File: src/rtl/j1_uart.sv
`timescale 1ns/1ps
// j1_uart -- 8N1 UART peripheral on the J1 data bus.
//   Four word registers at BASE_ADR..BASE_ADR+3:
//     0 DATA   W: push TX byte, R: pop RX byte ({8'h0,byte}, 0 when empty)
//     1 STATUS [0] rx_valid [1] tx_full [2] tx_idle [3] rx_ovr [4] tx_ovr [5] frame_err
//              ([5:3] sticky, write-1-to-clear)
//     2 DIV    bit period = DIV+1 clocks, minimum 3, latched at each frame start
//     3 CTRL   [0] rx_irq_en [1] tx_irq_en
//   Ports:
//     clk, reset_n          clock, asynchronous active-low reset
//     dbus_adr/re/we/dat_i  core bus strobes (single cycle, no stall)
//     dbus_dat_o            registered read data, 0 when not selected
//     uart_rxd / uart_txd   serial line in (asynchronous) / out
//     irq                   registered level interrupt
module j1_uart #(
  parameter logic [15:0] BASE_ADR    = 16'h3FF8,
  parameter int          TX_DEPTH    = 4,
  parameter int          RX_DEPTH    = 4,
  parameter logic [15:0] DEFAULT_DIV = 16'd433
) (
  input  logic        clk,
  input  logic        reset_n,
  input  logic [15:0] dbus_adr,
  input  logic        dbus_re,
  input  logic        dbus_we,
  input  logic [15:0] dbus_dat_i,
  output logic [15:0] dbus_dat_o,
  input  logic        uart_rxd,
  output logic        uart_txd,
  output logic        irq
);
  localparam int TXW = $clog2(TX_DEPTH);
  localparam int RXW = $clog2(RX_DEPTH);

  typedef enum logic [1:0] {S_IDLE, S_START, S_DATA, S_STOP} state_e;

  // Bus decode; a write beats a simultaneous read
  logic       sel, wr_en, rd_en;
  logic [1:0] ra;
  assign sel   = (dbus_adr[15:2] == BASE_ADR[15:2]);
  assign ra    = dbus_adr[1:0];
  assign wr_en = sel & dbus_we;
  assign rd_en = sel & dbus_re & ~dbus_we;

  logic [15:0] div_q, dat_o_q;
  logic [1:0]  ctrl_q;
  logic        rx_ovr_q, tx_ovr_q, ferr_q, irq_q;

  // TX FIFO
  logic [7:0]   tx_mem [TX_DEPTH];
  logic [TXW:0] tx_wp_q, tx_rp_q;
  logic         tx_empty, tx_full, tx_push, tx_pop, tx_ovr_set;
  assign tx_empty   = (tx_wp_q == tx_rp_q);
  assign tx_full    = (tx_wp_q[TXW] != tx_rp_q[TXW]) && (tx_wp_q[TXW-1:0] == tx_rp_q[TXW-1:0]);
  assign tx_push    = wr_en && (ra == 2'd0) && !tx_full;
  assign tx_ovr_set = wr_en && (ra == 2'd0) && tx_full;

  // RX FIFO; a full FIFO still accepts a push when a pop happens on the same edge
  logic [7:0]   rx_mem [RX_DEPTH];
  logic [RXW:0] rx_wp_q, rx_rp_q;
  logic         rx_empty, rx_full, rx_pop, rx_push_req, rx_push, rx_ovr_set, ferr_set;
  assign rx_empty   = (rx_wp_q == rx_rp_q);
  assign rx_full    = (rx_wp_q[RXW] != rx_rp_q[RXW]) && (rx_wp_q[RXW-1:0] == rx_rp_q[RXW-1:0]);
  assign rx_pop     = rd_en && (ra == 2'd0) && !rx_empty;
  assign rx_push    = rx_push_req && (!rx_full || rx_pop);
  assign rx_ovr_set = rx_push_req && rx_full && !rx_pop;

  // TX state
  state_e      tx_st_q, tx_st_d;
  logic [15:0] tx_cnt_q, tx_cnt_d, tx_div_q, tx_div_d;
  logic [2:0]  tx_bit_q, tx_bit_d;
  logic [7:0]  tx_sh_q, tx_sh_d;
  logic        txd_q, txd_d, tx_load, tx_end, tx_idle;
  assign tx_end  = (tx_cnt_q == tx_div_q);
  assign tx_idle = tx_empty && (tx_st_q == S_IDLE);

  always_comb begin
    tx_st_d  = tx_st_q;
    tx_cnt_d = tx_cnt_q + 16'd1;
    tx_div_d = tx_div_q;
    tx_bit_d = tx_bit_q;
    tx_sh_d  = tx_sh_q;
    tx_load  = 1'b0;
    tx_pop   = 1'b0;
    txd_d    = 1'b1;
    case (tx_st_q)
      S_IDLE: begin
        tx_cnt_d = '0;
        tx_load  = !tx_empty;
      end
      S_START: if (tx_end) begin
        tx_st_d  = S_DATA;
        tx_cnt_d = '0;
        tx_bit_d = '0;
      end
      S_DATA: if (tx_end) begin
        tx_cnt_d = '0;
        tx_sh_d  = {1'b0, tx_sh_q[7:1]};
        if (tx_bit_q == 3'd7) tx_st_d = S_STOP;
        else                  tx_bit_d = tx_bit_q + 3'd1;
      end
      S_STOP: if (tx_end) begin
        tx_cnt_d = '0;
        tx_st_d  = S_IDLE;
        tx_load  = !tx_empty;
      end
      default: tx_st_d = S_IDLE;
    endcase
    // Frame start: pop the FIFO into the shifter and latch the divisor
    if (tx_load) begin
      tx_st_d  = S_START;
      tx_cnt_d = '0;
      tx_div_d = div_q;
      tx_sh_d  = tx_mem[tx_rp_q[TXW-1:0]];
      tx_pop   = 1'b1;
    end
    // Line level is derived from next state so uart_txd is a clean flop output
    if (tx_st_d == S_START)     txd_d = 1'b0;
    else if (tx_st_d == S_DATA) txd_d = tx_sh_d[0];
  end

  // RX state
  state_e      rx_st_q, rx_st_d;
  logic [15:0] rx_cnt_q, rx_cnt_d, rx_div_q, rx_div_d;
  logic [2:0]  rx_bit_q, rx_bit_d;
  logic [7:0]  rx_sh_q, rx_sh_d;
  logic        rx_s1_q, rx_s2_q, rx_prev_q, rx_end;
  assign rx_end = (rx_cnt_q == rx_div_q);

  always_comb begin
    rx_st_d     = rx_st_q;
    rx_cnt_d    = rx_cnt_q + 16'd1;
    rx_div_d    = rx_div_q;
    rx_bit_d    = rx_bit_q;
    rx_sh_d     = rx_sh_q;
    rx_push_req = 1'b0;
    ferr_set    = 1'b0;
    case (rx_st_q)
      S_IDLE: begin
        rx_cnt_d = '0;
        if (rx_prev_q && !rx_s2_q) begin
          rx_st_d  = S_START;
          rx_div_d = div_q;
        end
      end
      // Half a bit after the edge: still low means a real start bit
      S_START: if (rx_cnt_q == {1'b0, rx_div_q[15:1]}) begin
        rx_cnt_d = '0;
        rx_bit_d = '0;
        rx_st_d  = rx_s2_q ? S_IDLE : S_DATA;
      end
      S_DATA: if (rx_end) begin
        rx_cnt_d = '0;
        rx_sh_d  = {rx_s2_q, rx_sh_q[7:1]};
        if (rx_bit_q == 3'd7) rx_st_d = S_STOP;
        else                  rx_bit_d = rx_bit_q + 3'd1;
      end
      S_STOP: if (rx_end) begin
        rx_cnt_d    = '0;
        rx_st_d     = S_IDLE;
        rx_push_req = rx_s2_q;
        ferr_set    = !rx_s2_q;
      end
      default: rx_st_d = S_IDLE;
    endcase
  end

  // Register read mux
  logic [15:0] rdata;
  always_comb begin
    rdata = '0;
    case (ra)
      2'd0: if (!rx_empty) rdata = {8'h00, rx_mem[rx_rp_q[RXW-1:0]]};
      2'd1: rdata = {10'd0, ferr_q, tx_ovr_q, rx_ovr_q, tx_idle, tx_full, !rx_empty};
      2'd2: rdata = div_q;
      default: rdata = {14'd0, ctrl_q};
    endcase
  end

  logic wr_st;
  assign wr_st = wr_en && (ra == 2'd1);

  // Data storage, no reset
  always_ff @(posedge clk) begin
    if (tx_push) tx_mem[tx_wp_q[TXW-1:0]] <= dbus_dat_i[7:0];
    if (rx_push) rx_mem[rx_wp_q[RXW-1:0]] <= rx_sh_q;
    tx_sh_q <= tx_sh_d;
    rx_sh_q <= rx_sh_d;
  end

  // Control state
  always_ff @(posedge clk or negedge reset_n) begin
    if (!reset_n) begin
      tx_wp_q   <= '0;
      tx_rp_q   <= '0;
      rx_wp_q   <= '0;
      rx_rp_q   <= '0;
      tx_st_q   <= S_IDLE;
      tx_cnt_q  <= '0;
      tx_div_q  <= DEFAULT_DIV;
      tx_bit_q  <= '0;
      txd_q     <= 1'b1;
      rx_st_q   <= S_IDLE;
      rx_cnt_q  <= '0;
      rx_div_q  <= DEFAULT_DIV;
      rx_bit_q  <= '0;
      rx_s1_q   <= 1'b1;
      rx_s2_q   <= 1'b1;
      rx_prev_q <= 1'b1;
      div_q     <= DEFAULT_DIV;
      ctrl_q    <= '0;
      rx_ovr_q  <= 1'b0;
      tx_ovr_q  <= 1'b0;
      ferr_q    <= 1'b0;
      dat_o_q   <= '0;
      irq_q     <= 1'b0;
    end else begin
      if (tx_push) tx_wp_q <= tx_wp_q + 1'b1;
      if (tx_pop)  tx_rp_q <= tx_rp_q + 1'b1;
      if (rx_push) rx_wp_q <= rx_wp_q + 1'b1;
      if (rx_pop)  rx_rp_q <= rx_rp_q + 1'b1;
      tx_st_q   <= tx_st_d;
      tx_cnt_q  <= tx_cnt_d;
      tx_div_q  <= tx_div_d;
      tx_bit_q  <= tx_bit_d;
      txd_q     <= txd_d;
      rx_st_q   <= rx_st_d;
      rx_cnt_q  <= rx_cnt_d;
      rx_div_q  <= rx_div_d;
      rx_bit_q  <= rx_bit_d;
      rx_s1_q   <= uart_rxd;
      rx_s2_q   <= rx_s1_q;
      rx_prev_q <= rx_s2_q;
      if (wr_en && (ra == 2'd2)) div_q  <= (dbus_dat_i < 16'd3) ? 16'd3 : dbus_dat_i;
      if (wr_en && (ra == 2'd3)) ctrl_q <= dbus_dat_i[1:0];
      // Set wins over a same-cycle write-1-to-clear
      rx_ovr_q <= (rx_ovr_q & ~(wr_st & dbus_dat_i[3])) | rx_ovr_set;
      tx_ovr_q <= (tx_ovr_q & ~(wr_st & dbus_dat_i[4])) | tx_ovr_set;
      ferr_q   <= (ferr_q   & ~(wr_st & dbus_dat_i[5])) | ferr_set;
      dat_o_q  <= rd_en ? rdata : 16'd0;
      irq_q    <= (ctrl_q[0] & !rx_empty) | (ctrl_q[1] & tx_idle);
    end
  end

  assign dbus_dat_o = dat_o_q;
  assign uart_txd   = txd_q;
  assign irq        = irq_q;
endmodule
File: config.mk
export PLATFORM = sky130hd
export DESIGN_NAME = j1_uart
export DESIGN_NICKNAME = d
export VERILOG_FILES = /design/src/rtl/j1_uart.sv
export SDC_FILE = /design/constraint.sdc
export NUM_CORES = 1
export LEC_CHECK = 0
export ABC_AREA = 1
export BUFFER_PORTS_ARGS = -buffer_cell sky130_fd_sc_hd__buf_4
export CAP_MARGIN = 15
export CORE_ASPECT_RATIO = 0.5
export CORE_UTILIZATION = 30
export DETAILED_ROUTE_END_ITERATION = 10
export HOLD_SLACK_MARGIN = 0.12
export SETUP_SLACK_MARGIN = 0.5
export SLEW_MARGIN = 20
export SYNTH_ARGS = -nofsm -noshare
export SYNTH_HDL_FRONTEND = slang
export SYNTH_SLANG_ARGS = --single-unit
File: constraint.sdc
create_clock -name clk -period 2.71 [get_ports clk]
set_input_delay 0.1355 -clock clk [delete_from_list [all_inputs] [get_ports clk]]
set_output_delay 0.1355 -clock clk [all_outputs]
set_load 0.1 [all_outputs]
# Word-level counts from Yosys, hierarchy flattened
# Memories as Yosys holds them, arrays and structs flattened.
# Index checks and enable logic that the tools add are counted.
[word_totals]
mem_bits_rw = 64
register_bits = 144
n_memories = 2
in_bits = 37
out_inout_bits = 18
elab_cells = 172
[mem_list]
columns = ["name", "depth", "word_bits", "rd", "rd_clocked_by_memory_dff", "wr", "line_no", "rtl"]
rows = [
  ["rx_mem", 4, 8, 1, 0, 1, "59", "logic [7:0] rx_mem [RX_DEPTH];"],
  ["tx_mem", 4, 8, 1, 0, 1, "50", "logic [7:0] tx_mem [TX_DEPTH];"],
]
[op_classes]
eq_ne = 32
reduce_logical = 37
n_bitwise = 19
order_cmp = 1
addsub = 8
mux = 47
[ops]
columns = ["cell", "n"]
rows = [
  ["16-bit 2-to-1 mux", 6],
  ["16-bit one-hot mux with 3 select lines", 2],
  ["16-bit by 1-bit adder with 16-bit output, second input constant", 2],
  ["16-bit equality test", 2],
  ["8-bit 2-to-1 mux", 4],
  ["16-bit one-hot mux with 2 select lines", 1],
  ["2-bit 2-to-1 mux", 11],
  ["3-bit by 1-bit adder with 3-bit output, second input constant", 6],
  ["3-bit 2-to-1 mux", 6],
  ["2-bit != test, second input constant", 9],
  ["16-bit by 15-bit equality test with 1-bit output", 1],
  ["16-bit by 2-bit < comparator with 1-bit output, second input constant", 1],
  ["1-bit logical AND", 15],
  ["14-bit by 12-bit equality test with 1-bit output, second input constant", 1],
  ["2-bit equality test, second input constant", 7],
  ["1-bit 2-to-1 mux", 12],
  ["3-bit one-hot mux with 2 select lines", 2],
  ["1-bit bitwise AND", 11],
  ["2-bit by 1-bit equality test with 1-bit output, second input constant", 4],
  ["2-bit one-hot mux with 4 select lines", 1],
  ["4-bit AND reduction", 2],
  ["2-bit nonzero test", 4],
  ["3-bit equality test", 2],
  ["3-bit equality test, second input constant", 2],
  ["13 further kinds", 30],
]

# Depth between registers and ports, before layout
[depth]
depth_word = 9
mapped_depth = 14
depth_no_buf = 13

# Least setup slack after synthesis
# OpenSTA, ideal clock, no wires.
[synth_timing]
kind = "flip-flop to flip-flop"
from = "register rx_div_q[7]"
to = "memory rx_mem[0][0] (enable)"
path_stages_with_launch = 11
path_buffers = 0
path_slack_ps = 668
arrival_ps = 1671
setup_ps = 371
synth_period_minus_slack_ps = 2042
t_required_ps = 2339
path_cell_list = "dfstp_2 inv_1 nand2_1 nand2_1 nor2_1 nand2_1 nor2_1 nand2_1 nor2_1 nand3_1 nor2_1"
[synth_via]
elab_chain_len = 6
[synth_lines]
columns = ["element", "line_no", "rtl"]
rows = [
  ["from (decl)", "124", "logic [15:0] rx_cnt_q, rx_cnt_d, rx_div_q, rx_div_d;"],
  ["from (signal assigned)", "229", "rx_div_q <= rx_div_d;"],
  ["16-bit equality test", "128", "assign rx_end = (rx_cnt_q == rx_div_q);"],
  ["1-bit 2-to-1 mux", "158", "S_STOP: if (rx_end) begin"],
  ["1-bit 2-to-1 mux", "138", "case (rx_st_q)"],
  ["1-bit logical AND", "65", "assign rx_push = rx_push_req && (!rx_full || rx_pop);"],
  ["1-bit 2-to-1 mux", "186", "if (rx_push) rx_mem[rx_wp_q[RXW-1:0]] <= rx_sh_q;"],
  ["1-bit 2-to-1 mux (not written as such)", "186", ""],
  ["to (decl)", "59", ""],
]
# No other way between the ends.

# Worst setup path in the final report
[layout_timing]
from = "input dbus_adr[0]"
to = "register tx_ovr_q"
[layout_via]
elab_chain_len = 6
word_cells_on_any_way = 9
cone_classes = "eq/ne: 1; bitwise: 4; reduce/logical: 4"
[layout_lines]
columns = ["element", "line_no", "rtl"]
rows = [
  ["from (decl)", "23", "input logic [15:0] dbus_adr,"],
  ["2-bit by 1-bit equality test with 1-bit output", "181", "assign wr_st = wr_en && (ra == 2'd1);"],
  ["1-bit logical AND", "181", ""],
  ["1-bit bitwise AND", "238", "tx_ovr_q <= (tx_ovr_q & ~(wr_st & dbus_dat_i[4])) | tx_ovr_set;"],
  ["1-bit inverter", "238", ""],
  ["1-bit bitwise AND", "238", ""],
  ["1-bit bitwise OR *", "238", ""],
  ["to (signal assigned)", "238", ""],
  ["to (decl)", "47", "logic rx_ovr_q, tx_ovr_q, ferr_q, irq_q;"],
]
# Every way passes the cells marked *; elsewhere a longest branch is shown, timed or not.
# A chain may end at the register's enable or synchronous reset.

==> metrics.md <==
| Metric | Value |
|---|---|
| Status | finished clean |
| Leakage | 5.42 nW |
| RSZ-0062 raised after global routing | true |
| R2r endpoint | tx_mem[3][3]$_DFFE_PP_ |
| FP Rows | 46 |
| Die span in y | 130 microns |
| CP max stage cell | dlygate4sd3_1 |
| Critical path startpoint | dbus_adr[0] |
| Iter 0 DRT Violations | 653 |
| Clock Skew | 0.0144 ns |
| Tot GR Track Use | 13.9% |
| Time the worst path needs with I/O delays and setup | 2.10 ns |
| Number of I/O pins | 55 |
| Crit Reg-Reg Startpoint | tx_rp_q[1]$_DFFE_PN0N_ |
| Gate power share | 13.2% |
| Clock Tree Root | clkbuf_16 |
| Clock Latency Late Sink | 0.50 ns |
| Syn. warnings | 0 |
| Hold Path Class | in2reg |
| Part of the power in registers | 45.8% |
| Critical path endpoint | tx_ovr_q$_DFF_PN0_ |
| Crit path max fanout | 4 |
| Synthesized area | 9820 sq um |
| Maximum clock rate | 477 MHz |
| Sw frac | 25.7% |
| Avg Synthesized Cell Area | 8.87 sq um |
| Post-Syn Nets | 1165 |
| Worst Reg-to-Reg Cells | 6 |
| CTS sink cnt | 208 |
| Clk buf depth | 3 |
| Final WS setup | 0.612 ns |
| Area post-placement | 10700 sq um |
| Net Sw Power | 2.06 mW |
| Share of layout cells above drive strength 1 | 14.8% |
| CP required | 3.15 ns |
| Vias | 7582 |
| ANT cells | 0 |
| Core area | 31900 sq um |
| PnR Total Power | 8.02 mW |
| Pin count of the biggest net entering global routing | 62 |
| FILL cells | 3136 |
| Count of input and output buffers | 54 |
| Worst R2R Setup Slack | 0.69 ns |
| Post-route setup TNS | 0 ns |
| Total CTS buffers | 22 |
| H-tree levels | 1 |
| Number of global-route vias before repair | 7348 |
| Worst-Margin Slew | 0.919 ns |
| Clock share of power | 41.0% |
| #FFs+latches synth | 208 |
| Initial core utilization | 30.8% |
| CTS tree | yes |
| Average wire per standard cell | 14.2 microns |
| Startpoint types | primary input |
| Design area | 12000 sq um |
| Max Slew Vio Count | 0 |
| Pre-antenna DRT Iters | 5 |
| Final setup fails | 0 |
| Total length of routed wires | 23.5 mm |
| Sequential area share after synthesis | 57.2% |
| Setup crit end kind | register |
| Vias per cell | 4.58 |
| Max incr delay on CP | 0.60 ns |
| Pwr Density | 671 nW/um^2 |
| Global-route wire length before repair | 37.4 mm |
| P&R area growth vs syn | 21.7% |
| RD Place Congestion | 0.844 |
| Synth cell types | 44 |
| Total congestion overflow | 0 |
| MaxCap Viol Count | 0 |
| # DRC | 0 |
| Hpwl dp | 16.7 mm |
| Routed Antenna Nets | 0 |
| Rel. slew slack | 38.6% |
| Gate Count Post-Synth | 1107 |
| Initial antenna violation count | 0 |
| Reg clk slew, reported paths | 0.06 ns |
| CP cell instances | dlygate4sd3_1 -> buf_4 -> nor2_2 -> inv_1 -> dlygate4sd3_1 -> o31ai_1 -> dlygate4sd3_1 |
| Setup CP Type | in2reg |
| Worst slack, placed | 0.339 ns |
| Floorplan die width | 258 microns |
| Final Hold Fails | 0 |
| Die ar. | 33500 sq um |
| Most frequent CP cell | dlygate4sd3_1 |
| Int Pwr | 5.96 mW |
| Worst Path Arrival | 2.54 ns |
| Period utilization | 77.4% |
| VDD IR max | 0.377 mV |
| Final #Nets | 1264 |
-- repair_timing --
| item | CTS | global route |
|---|---|---|
| resized for setup | 4 | 30 |
| hold endpoints to repair | 151 | 1 |
| pin swaps | 0 | 4 |
| endpoints found under the setup margin | 40 | 129 |
| cloned | 0 | 1 |
| hold buffers | 24 | 1 |
| buffers inserted | 0 | 9 |
-- cells in the mapped netlist (all sizes together) --
cell / number / share of area, %
nand2: 336 / 13
inv: 140 / 5.3
nor2: 134 / 5.2
dfrtp: 109 / 28
o21ai: 105 / 6.0
edfxtp: 79 / 24
nand3: 27 / 1.4
nor3: 24 / 1.4
ha: 21 / 2.7
dfstp: 19 / 5.1
xor2: 19 / 1.7
buf: 15 / 1.1
o22ai: 15 / 0.96
a21oi: 12 / 0.65
clkbuf: 9 / 0.36
nor4: 7 / 0.45
xnor2: 7 / 0.62
nand4: 5 / 0.32
nor3b: 5 / 0.38
a31oi: 3 / 0.19
and2: 2 / 0.13
nand3b: 2 / 0.15
o221ai: 2 / 0.18
o31ai: 2 / 0.15
a21boi: 1 / 0.076
a32o: 1 / 0.10
a41oi: 1 / 0.089
dfxtp: 1 / 0.20
mux2: 1 / 0.11
o211a: 1 / 0.10
o2bb2ai: 1 / 0.089
or2: 1 / 0.064
-- placed cells by master, fill, tap and decap left out, drive strengths merged, types with 7 or more instances in the layout --
| master | count |
|---|---|
| dfrtp | 109 |
| inv | 138 |
| xor2 | 19 |
| a21oi | 12 |
| nor4 | 7 |
| buf | 73 |
| edfxtp | 79 |
| xnor2 | 7 |
| nor2 | 134 |
| o21ai | 105 |
| dlygate4sd3 | 25 |
| clkbuf | 32 |
| nand3 | 27 |
| o22ai | 15 |
| nand2 | 336 |
| ha | 21 |
| nor3 | 24 |
| dfstp | 19 |
-- registers in the layout, indices dropped and copies added, names as in the netlist, 2 cells and up, named ones only --
| name | count |
|---|---|
| rx_mem | 32 |
| tx_mem | 32 |
| dbus_dat_o | 16 |
| div_q | 16 |
| rx_cnt_q | 16 |
| rx_div_q | 16 |
| tx_cnt_q | 16 |
| tx_div_q | 16 |
| rx_sh_q | 8 |
| tx_sh_q | 8 |
| rx_bit_q | 3 |
| rx_rp_q | 3 |
| rx_wp_q | 3 |
| tx_bit_q | 3 |
| tx_rp_q | 3 |
| tx_wp_q | 3 |
| ctrl_q | 2 |
| tx_st_q | 2 |
-- critical path, delay by kind of cell --
| kind | cells | cell delay, ns |
|---|---|---|
| buf+inv | 5 | 1.95 |
| simple gates | 1 | 0.20 |
| compound gates | 1 | 0.26 |
-- stage by stage --
| stage | hold WS, ns | instances | utilization (%) |
|---|---|---|---|
| floorplan | -0.160 | 1107 | - |
| global placement | 0.122 | 1579 | 33.5 |
| detailed placement | 0.131 | 1579 | 33.5 |
| CTS | 0.135 | 1643 | 36.8 |
| global route | 0.148 | 1654 | 37.4 |
| finish | 0.106 | 1654 | 37.4 |
-- worst min path at each step --
| stage | end | slack, ns | from | cells past startpoint |
|---|---|---|---|---|
| 4_1_cts | dbus_dat_o[13]$_DFF_PN0_ | 0.13 | reset_n | 2 |
| 6_report | dbus_dat_o[8]$_DFF_PN0_ | 0.11 | dbus_adr[2] | 6 |
| 5_1_grt | dbus_dat_o[8]$_DFF_PN0_ | 0.15 | dbus_adr[7] | 5 |
| 3_5_place_dp | dbus_dat_o[7]$_DFF_PN0_ | 0.13 | reset_n | 1 |
| 3_3_place_gp | dbus_dat_o[7]$_DFF_PN0_ | 0.12 | reset_n | 1 |
| 2_1_floorplan | async pin | -0.16 | reset_n | 0 |
-- logic make-up (layout without fill, tap and decap cells) --
| logic type | after synthesis | count (layout) | synth area share, % |
|---|---|---|---|
| compound gates | 144 | 144 | 8.58 |
| simple gates | 543 | 543 | 22.3 |
| xor+xnor | 26 | 26 | 2.32 |
| fa+ha+maj | 21 | 21 | 2.67 |
| flops | 208 | 208 | 57.2 |
| buf+inv | 164 | 279 | 6.79 |
| mux | 1 | 1 | 0.115 |
-- power groups by stage --
stage / Combinational (mW) / Sequential, mW / Clock, mW
after global routing: 1.24 / 3.69 / 3.48
after floorplan: 0.699 / 3.65 / 0
after detailed placement: 0.957 / 3.72 / 0
after CTS: 0.990 / 3.66 / 3.36
after global placement: 0.924 / 3.71 / 0
final: 1.06 / 3.67 / 3.29
-- layout make-up --
cell class / instances / area [sq um] / area share [%]
clock buffer: 32 / 629 / 5.27
inverter: 140 / 533 / 4.46
multi-input combinational: 735 / 3630 / 30.4
timing repair buffer: 98 / 822 / 6.88
sequential: 208 / 5620 / 47.0
timing repair inverter: 1 / 5.00 / 0.0419
tap: 432 / 541 / 4.52
clock inverter: 8 / 164 / 1.37
-- routing by layer --
metal | vias up | global-route usage, % | part of all wire (%)
met3 | 39 | 1.67 | 3.6
li1 | 3745 | - | -
met1 | 3633 | 17.5 | 44
met4 | 0 | 4.80 | 3.2
met2 | 165 | 24.8 | 49
met5 | - | 0 | 0
(Power assumes the default switching activity.)
